### src/rtl/matmul_energy_scheduler.sv
`default_nettype none
// ============================================================================
// Module   : matmul_energy_scheduler
// Brief    : Sequences one Ising energy evaluation per candidate spin vector,
//            with early abort and best-result tracking.
// Revision : 1.0 - initial release
// ============================================================================
module matmul_energy_scheduler #(
    parameter int VECTOR_SIZE     = 256,
    parameter int J_ELEMENT_WIDTH = 4,
    parameter int J_COLS_PER_READ = 4,
    parameter int NUM_J_CHUNKS    = VECTOR_SIZE / J_COLS_PER_READ,
    parameter int ENERGY_WIDTH    = 2 * $clog2(VECTOR_SIZE) + J_ELEMENT_WIDTH,
    parameter int ADDR_WIDTH      = 16,
    parameter int BASE_ADDR       = 0,
    parameter int CHUNK_STRIDE    = 1,
    parameter int MAX_OUTSTANDING = 4
) (
    input  logic                           clk,
    input  logic                           rst_n,
    input  logic                           cand_valid,
    output logic                           cand_ready,
    input  logic [VECTOR_SIZE-1:0]         cand_sigma,
    output logic                           mem_req,
    output logic [ADDR_WIDTH-1:0]          mem_addr,
    input  logic                           mem_gnt,
    output logic [VECTOR_SIZE-1:0]         dp_sigma,
    input  logic signed [ENERGY_WIDTH-1:0] dp_partial,
    input  logic                           dp_partial_valid,
    input  logic                           abort_en,
    input  logic                           clear_best,
    output logic                           res_valid,
    output logic                           res_accept,
    output logic                           res_aborted,
    output logic signed [ENERGY_WIDTH-1:0] res_energy,
    output logic                           best_valid,
    output logic signed [ENERGY_WIDTH-1:0] best_energy,
    output logic [VECTOR_SIZE-1:0]         best_sigma,
    output logic                           err_unexpected
);

    localparam int CNT_W = $clog2(NUM_J_CHUNKS + 1);
    localparam int OUT_W = $clog2(MAX_OUTSTANDING + 1);
    localparam logic [CNT_W-1:0] c_num_chunks = CNT_W'(NUM_J_CHUNKS);
    localparam logic [OUT_W-1:0] c_max_out    = OUT_W'(MAX_OUTSTANDING);

    typedef enum logic [1:0] {
        ST_IDLE  = 2'd0,
        ST_FETCH = 2'd1,
        ST_DRAIN = 2'd2,
        ST_DONE  = 2'd3
    } state_t;

    state_t                          r_state;
    state_t                          w_state_next;
    logic [VECTOR_SIZE-1:0]          r_sigma;
    logic [VECTOR_SIZE-1:0]          r_best_sigma;
    logic signed [ENERGY_WIDTH-1:0]  r_acc;
    logic signed [ENERGY_WIDTH-1:0]  w_acc_next;
    logic signed [ENERGY_WIDTH-1:0]  r_best_energy;
    logic [CNT_W-1:0]                r_issue_cnt;
    logic [OUT_W-1:0]                r_outstanding;
    logic [OUT_W-1:0]                w_out_next;
    logic                            r_aborted;
    logic                            r_best_valid;
    logic                            r_err;
    logic                            w_start;
    logic                            w_req;
    logic                            w_issue;
    logic                            w_ret;
    logic                            w_unexp;
    logic                            w_last_ret;
    logic                            w_abort;
    logic                            w_accept;

    always_comb begin
        w_start    = (r_state == ST_IDLE) && cand_valid;
        w_req      = (r_state == ST_FETCH) && (r_issue_cnt < c_num_chunks) &&
                     (r_outstanding < c_max_out) && !r_aborted;
        w_issue    = w_req && mem_gnt;
        w_ret      = dp_partial_valid && (r_outstanding != '0);
        w_unexp    = dp_partial_valid && (r_outstanding == '0);
        w_acc_next = (w_ret && !r_aborted) ? (r_acc + dp_partial) : r_acc;

        w_out_next = r_outstanding;
        case ({w_issue, w_ret})
            2'b10:   w_out_next = r_outstanding + OUT_W'(1);
            2'b01:   w_out_next = r_outstanding - OUT_W'(1);
            default: w_out_next = r_outstanding;
        endcase

        // The final chunk's return is never an abort point; DONE judges it.
        w_last_ret = w_ret && (r_issue_cnt == c_num_chunks) && (r_outstanding == OUT_W'(1));
        w_abort    = (r_state == ST_FETCH) && w_ret && !w_last_ret && abort_en &&
                     r_best_valid && (w_acc_next >= r_best_energy);
        w_accept   = (r_state == ST_DONE) && !r_aborted &&
                     (!r_best_valid || (r_acc < r_best_energy));
    end

    always_comb begin
        w_state_next = r_state;
        case (r_state)
            ST_IDLE: begin
                if (cand_valid) w_state_next = ST_FETCH;
            end
            ST_FETCH: begin
                if (w_abort)
                    w_state_next = ST_DRAIN;
                else if ((r_issue_cnt == c_num_chunks) && (w_out_next == '0))
                    w_state_next = ST_DONE;
            end
            ST_DRAIN: begin
                if (w_out_next == '0) w_state_next = ST_DONE;
            end
            ST_DONE:  w_state_next = ST_IDLE;
            default:  w_state_next = ST_IDLE;
        endcase
    end

    always_ff @(posedge clk or negedge rst_n) begin
        if (!rst_n) begin
            r_state       <= ST_IDLE;
            r_sigma       <= '0;
            r_acc         <= '0;
            r_issue_cnt   <= '0;
            r_outstanding <= '0;
            r_aborted     <= 1'b0;
            r_best_valid  <= 1'b0;
            r_best_energy <= '0;
            r_best_sigma  <= '0;
            r_err         <= 1'b0;
        end else begin
            r_state <= w_state_next;
            if (w_unexp) r_err <= 1'b1;

            if (w_start) begin
                r_sigma       <= cand_sigma;
                r_acc         <= '0;
                r_issue_cnt   <= '0;
                r_outstanding <= '0;
                r_aborted     <= 1'b0;
            end else begin
                r_acc         <= w_acc_next;
                r_outstanding <= w_out_next;
                if (w_issue) r_issue_cnt <= r_issue_cnt + CNT_W'(1);
                if (w_abort) r_aborted <= 1'b1;
            end

            // A same-cycle accept takes priority over clear_best.
            if (w_accept) begin
                r_best_energy <= r_acc;
                r_best_sigma  <= r_sigma;
                r_best_valid  <= 1'b1;
            end else if (clear_best) begin
                r_best_valid  <= 1'b0;
            end
        end
    end

    assign cand_ready     = (r_state == ST_IDLE);
    assign mem_req        = w_req;
    assign mem_addr       = ADDR_WIDTH'(BASE_ADDR) +
                            ADDR_WIDTH'(r_issue_cnt) * ADDR_WIDTH'(CHUNK_STRIDE);
    assign dp_sigma       = r_sigma;
    assign res_valid      = (r_state == ST_DONE);
    assign res_accept     = w_accept;
    assign res_aborted    = (r_state == ST_DONE) && r_aborted;
    assign res_energy     = (r_state == ST_DONE) ? r_acc : '0;
    assign best_valid     = r_best_valid;
    assign best_energy    = r_best_energy;
    assign best_sigma     = r_best_sigma;
    assign err_unexpected = r_err;

endmodule
`default_nettype wire

### config.mk
export PLATFORM = sky130hd
export DESIGN_NAME = matmul_energy_scheduler
export DESIGN_NICKNAME = d
export VERILOG_FILES = /design/src/rtl/matmul_energy_scheduler.sv
export SDC_FILE = /design/constraint.sdc
export NUM_CORES = 1
export LEC_CHECK = 0
export CAP_MARGIN = 5
export CORE_ASPECT_RATIO = 0.9
export CORE_MARGIN = 5
export CORE_UTILIZATION = 23
export DETAILED_ROUTE_END_ITERATION = 12
export GPL_TIMING_DRIVEN = 0
export PLACE_DENSITY = 0.57
export SLEW_MARGIN = 10
export SYNTH_ARGS = -nofsm -noshare
export SYNTH_HDL_FRONTEND = slang
export SYNTH_SLANG_ARGS = --single-unit
### constraint.sdc
create_clock -name clk -period 3.75 [get_ports clk]
set_input_delay 0.375 -clock clk [delete_from_list [all_inputs] [get_ports clk]]
set_output_delay 0.375 -clock clk [all_outputs]
set_load 0.005 [all_outputs]
==> After elaboration in Yosys (flattened, before gate mapping) <==
Index checks and enable logic that the tools add are counted.
{ "classes": {"add_sub_neg": 4, "multipliers": 0, "div": 0, "magnitude_cmp": 4, "n_eq_ne": 10, "n_shift": 0, "n_mux": 16, "n_bitwise": 0, "reduce_logical": 31} }
{ "op_table": {"columns": ["op", "count"], "rows": [
  ["$mux 20", 3],
  ["$add 20x20->20", 1],
  ["$ge 20x20->1", 1],
  ["$lt 20x20->1", 1],
  ["$logic_and 1x1->1", 19],
  ["$mux 7", 2],
  ["$mux 2", 4],
  ["$pmux 2 s4", 1],
  ["$add 7x1->7 const B", 1],
  ["$eq 7x7->1 const B", 1],
  ["$lt 7x7->1 const B", 1],
  ["$eq 2x2->1 const B", 3],
  ["$logic_not 3->1", 2],
  ["$pmux 3 s2", 1],
  ["$reduce_bool 2->1", 3],
  ["$eq 2x1->1 const B", 2],
  ["$mux 1", 4],
  ["$ne 2x2->1 const B", 2],
  ["$add 3x1->3 const B", 1],
  ["$eq 3x1->1 const B", 1],
  ["$logic_not 1->1", 3],
  ["$lt 3x3->1 const B", 1],
  ["$mux 3", 1],
  ["$ne 3x2->1 const B", 1],
  ["5 further kinds", 5]
]} }
{ "word_totals": {"regBits": 567, "latch_bits": 0, "mem_bits_rw": 0, "mem_bits_ro": 0, "input_bits": 283, "out_inout_bits": 575, "elab_cells": 75, "memories": 0} }

==> Depth between registers and ports, before layout <==
{ "logic_depth": {"depth_word": 12, "mapped_depth": 18, "depth_no_buf": 17} }

==> Worst setup path after synthesis <==
OpenSTA, ideal clock, no wires.
{ "synth_timing": {"path_kind": "reg2reg", "start": "reg r_acc[0]", "end": "reg r_state[0]", "setup_time_ns": 0.110, "arrival_ns": 4.031, "required_ns": 3.640, "slack_ns": -0.391, "stages_incl_launch_ff": 17, "path_buffers": 0, "synth_period_minus_slack_ns": 4.141, "path_cell_list": "dfrtp_1 > ha_1 > fa_1 > a211oi_2 > o211ai_1 > a41oi_2 > o21ai_1 > a221oi_1 > xor2_1 > o21ai_0 > ha_1 > nand4_1 > nor4_1 > a2111oi_2 > mux2i_1 > o21ba_2 > o41ai_1"} }
{ "synth_between": {"elab_chain_cells": 6, "elab_cells_between_ends": 8, "classes_between": "1 x add/sub; 1 x order compare; 1 x eq/ne; 3 x mux; 2 x reduce/logical"} }
{ "synth_rtl": {"columns": ["element", "line_no", "rtl"], "rows": [
  ["start, declared", "58", "logic signed [ENERGY_WIDTH-1:0] r_acc;"],
  ["start signal, assigned", "143", "r_acc <= w_acc_next;"],
  ["$add 20x20->20", "83", "w_acc_next = (w_ret && !r_aborted) ? (r_acc + dp_partial) : r_acc;"],
  ["$mux 20 *", "83", null],
  ["$ge 20x20->1 *", "95", "r_best_valid && (w_acc_next >= r_best_energy);"],
  ["$logic_and 1x1->1 *", "95", null],
  ["$mux 2 / $ne 3x2->1 (equally long branches)", null, null],
  ["$pmux 2 s4 / $reduce_and 3->1 (equally long branches)", null, null],
  ["end signal, assigned", "133", "r_state <= w_state_next;"],
  ["end, declared", "54", "state_t r_state;"]
]} }
Every way passes the cells marked *; elsewhere a longest branch is shown, timed or not.
A chain may end at the register's enable or synchronous reset.

==> Worst setup path after layout <==
Same ends and word-level chain as after synthesis.

==> qor.csv <==
stage,metric,value,unit
setup_path,CP cell instances,"ha_4, fa_2, a211oi_4, o211ai_1, a41oi_2, o21ai_2, a221oi_2, xor2_1, o21ai_2, ha_1, nand4_1, buf_4, nor3_2, a22oi_1, nand4_1, mux2i_2, buf_4, o41ai_4, o41ai_2",
yosys,number of synthesized flops with an enable pin,0,
grt,largest net degree at the start of global routing,107,
setup_path,CP max stage delay,430,ps
yosys,Yosys cell types,59,
cts,CTS root buf,clkbuf_16,
yosys,Area contributors post-synth,"dfrtp_1, nand2_1, mux2_1",
grt,initial antenna violation count,13,
setup_path,CP arrival,4760,ps
min_path,Hold Path Stages,3,
cells_and_area,Nets,3461,
power_and_ir_drop,power after layout,0.0334,W
cts,clock buffer depth,3,
power_and_ir_drop,Leakage Power,16.9,nW
cts,CTS H-tree lvls,3,
sta,actual slew at the worst max-slew pin,1120,ps
setup_path,critical path class,reg2reg,
yosys,Mean Syn Cell Area,11.1,µm²
setup_path,Setup crit end kind,flip-flop,
sta,Slew Limit Fails,0,
setup_path,Reg2Reg Depth,19,
drt,Routed Antenna Nets,0,
placement,gpl congestion,0.820,
yosys,synthesis-stage register bit count,567,
yosys,synthesized area,23800,µm²
sta,relative slew slack,25.1,%
floorplanning,IO Pins,858,
grt,first-pass GRT wire length,136000,µm
setup_path,"Max FO, Critical Path",3,
floorplanning,core footprint,103000,µm²
setup_path,crit start category,flip-flop,
status,failing checks,negative setup slack,
yosys,Gate Count Post-Synth,2155,
floorplanning,FP Rows,112,
sta,Clock Skew,22.5,ps
sta,share of the clock period used by the worst path,114,%
sta,setup TNS,-1190,ps
setup_path,CP required,4220,ps
cells_and_area,Layout Cells excl Fill,4530,
min_path,worst hold path type,in2reg,
cells_and_area,Area Overhead vs Synth,54.7,%
cts,CTS tree,yes,
sta,minimum clock period,4290,ps
cts,later-pin clock latency in the skew report,620,ps
cells_and_area,share of cells above drive strength 1,9.21,%
flow_run,MaxCap Viol Count,0,
setup_path,CP top delay family,compound AO/OA/AOI/OAI gates,
setup_path,beginning of the worst register-to-register path,r_acc[0]$_DFF_PN0_,
yosys,yosys warns,0,
grt,All-Layer GR Usage,16.5,%
setup_path,R2R Path End,r_state[0]$_DFFE_PN0P_,
sta,fmax,0.233,GHz
placement,IO buf count,848,
yosys,"FFs w/ async S/R, synth",100,%
drt,DR vias/cell,4.24,
sta,RSZ-0062 raised after global routing,true,
grt,vias in the first global route,19608,
sta,# setup viols final,3,
yosys,Synth Flop Type,dfrtp_1,
sta,final hold violation count,0,
setup_path,flop2flop setup slack,-540,ps
drt,WL per Instance,21.0,µm
sta,final setup margin,-536,ps
yosys,Yosys top cell area share,59.5,%
grt,grt total ovfl,0,
floorplanning,Die Span Y,315,µm
setup_path,crit path buf inv count,2,
floorplanning,DIE AREA,110000,µm²
drt,Total Wirelength,95100,µm
drt,Remaining DRCs,0,
power_and_ir_drop,Cell Pwr Density,905,nW/µm²
placement,Final HPWL DP,73700,µm
drt,initial drt markers,867,
min_path,min-delay src,cand_sigma[171],
yosys,sequential cell area fraction in the yosys report,59.5,%
yosys,Yosys top cell by area,dfrtp_1,
cts,CTS buffer count,68,
status,status,"complete, but fails checks",
floorplanning,starting density of the core,23.1,%
cts,clock transition at the registers of the reported paths,60,ps
min_path,Worst Hold Path EP,dp_sigma[171]$_DFFE_PN0P_,
drt,Detailed Routing Iterations Pass 1,5,
cts,total clock sinks,567,
drt,via count,19206,
placement,Placed Cells,4384,
floorplanning,Die W,349,µm
setup_path,slowest library cell on the worst path,dfrtp_2,
power_and_ir_drop,Max VDD drop,0.462,mV
-- per-stage QoR --
stage | worst slack, ps | area [µm²] | hold WS (ps) | util (%)
after floorplan | -33.4 | 23900 | 79.4 | -
after global placement | -24810 | 34100 | 453 | 33.0
after detailed placement | -1110 | 34200 | 420 | 33.2
after CTS | -513 | 36700 | 219 | 35.6
after global routing | -694 | 36900 | 233 | 35.7
final | -536 | 36900 | 284 | 35.7
-- flip-flops by register name, summed over array words and instances (netlist names) --
name	count
r_aborted	1
dp_sigma	256
err_unexpected	1
best_sigma	256
r_issue_cnt	7
r_outstanding	3
r_acc	20
r_state	2
best_energy	20
best_valid	1
-- cells in the final DEF, fill, tap and decap left out, types with 6 or more instances in the layout --
master           count
clkdlybuf4s50_1    847
nand2_1            817
dfrtp_1            564
mux2_1             200
mux2_2              77
clkbuf_1            72
clkbuf_16           70
ha_1                67
inv_1               39
a21oi_1             36
buf_4               34
and2_1              33
nor2_1              31
o21ai_0             27
clkbuf_8            17
nand3_1             15
a21o_1              14
buf_6               13
buf_8               12
clkinv_2            10
conb_1               9
nand4_1              8
a211oi_1             7
xnor2_1              7
o21ai_2              6
xor2_1               6
-- cells in the mapped netlist, drive strengths merged (2+ instances only) --
master	instances
nand2	817
dfrtp	567
mux2	277
ha	70
clkbuf	59
buf	50
inv	39
a21oi	37
o21ai	36
and2	33
nor2	31
nand3	15
a21o	14
a211oi	9
nand4	8
xnor2	7
xor2	6
a31oi	5
and3	5
mux2i	5
nor2b	5
nor3	5
nor3b	5
o211ai	5
o21a	4
a41oi	3
nand2b	3
nand3b	3
o221ai	3
o31ai	3
or3	3
a31o	2
nor4	2
nor4b	2
o21bai	2
o41ai	2
-- area by class of cell --
cell class / count / area (µm²)
plain buffers: 108 / 721
diodes: 2 / 5.00
clock buffers: 103 / 2050
multi-input cells: 1448 / 8990
repair buffers: 875 / 8800
clock inverters: 20 / 288
inverters: 39 / 146
fillers: 10427 / 66400
well taps: 1368 / 1710
flip-flops and latches: 567 / 14200
-- how the worst max path moves through the flow --
| stage | cells after the start | endpoint | startpoint |
|---|---|---|---|
| floorplan | 16 | r_state[0]$_DFFE_PN0P_ | r_acc[0]$_DFF_PN0_ |
| global placement | 1 | dp_sigma[74]$_DFFE_PN0P_ | rst_n |
| detailed placement | 18 | r_state[0]$_DFFE_PN0P_ | dp_partial[0] |
| CTS | 17 | r_state[0]$_DFFE_PN0P_ | r_acc[0]$_DFF_PN0_ |
| global route | 20 | r_state[0]$_DFFE_PN0P_ | r_acc[0]$_DFF_PN0_ |
| finish | 19 | r_state[0]$_DFFE_PN0P_ | r_acc[0]$_DFF_PN0_ |
-- routing by layer --
metal | routed length, µm | part of all wire, % | global-route usage (%)
met5 | 64 | 0.067 | 0
met4 | 2100 | 2.2 | 4.27
met3 | 8630 | 9.1 | 6.11
met2 | 46400 | 49 | 28.2
met1 | 37900 | 40 | 19.7
-- report_power, final --
group	switching [W]	leakage [nW]	internal, W	total (W)
clock	0.00274	1.15	0.00408	0.00682
combinational	0.00705	8.69	0.00838	0.0154
sequential	0.00216	7.11	0.00897	0.0111
total	0.0120	16.9	0.0214	0.0334
-- kinds of logic (layout without fill, tap and decap cells) --
family	count (synthesis)	count (layout)	share of synthesized area (%)
buf+inv	148	1145	3.60
xor+xnor	13	13	0.477
flops	567	567	59.5
other cells	1	11	0.0157
simple gates	938	938	15.7
fa+ha+maj	71	71	3.76
mux	282	282	13.3
compound gates	135	135	3.64
-- worst reg2reg max path, cell delays in order (launching register included) --
cell	delay, ps
dfrtp_2	430
ha_4	170
fa_2	370
a211oi_4	270
o211ai_1	170
a41oi_2	260
o21ai_2	130
a221oi_2	260
xor2_1	280
o21ai_2	100
ha_1	310
nand4_1	150
buf_4	190
nor3_2	190
a22oi_1	120
nand4_1	160
mux2i_2	90
buf_4	170
o41ai_4	230
o41ai_2	120
-- timing repair --
item | CTS | global route
buffers inserted | 13 | 8
pin swaps | 10 | 8
hold buffers | 1 | 0
endpoints found under the setup margin | 4 | 4
endpoints found under the hold margin | 81 | 0
resized for setup | 15 | 19
(Power assumes the default switching activity.)
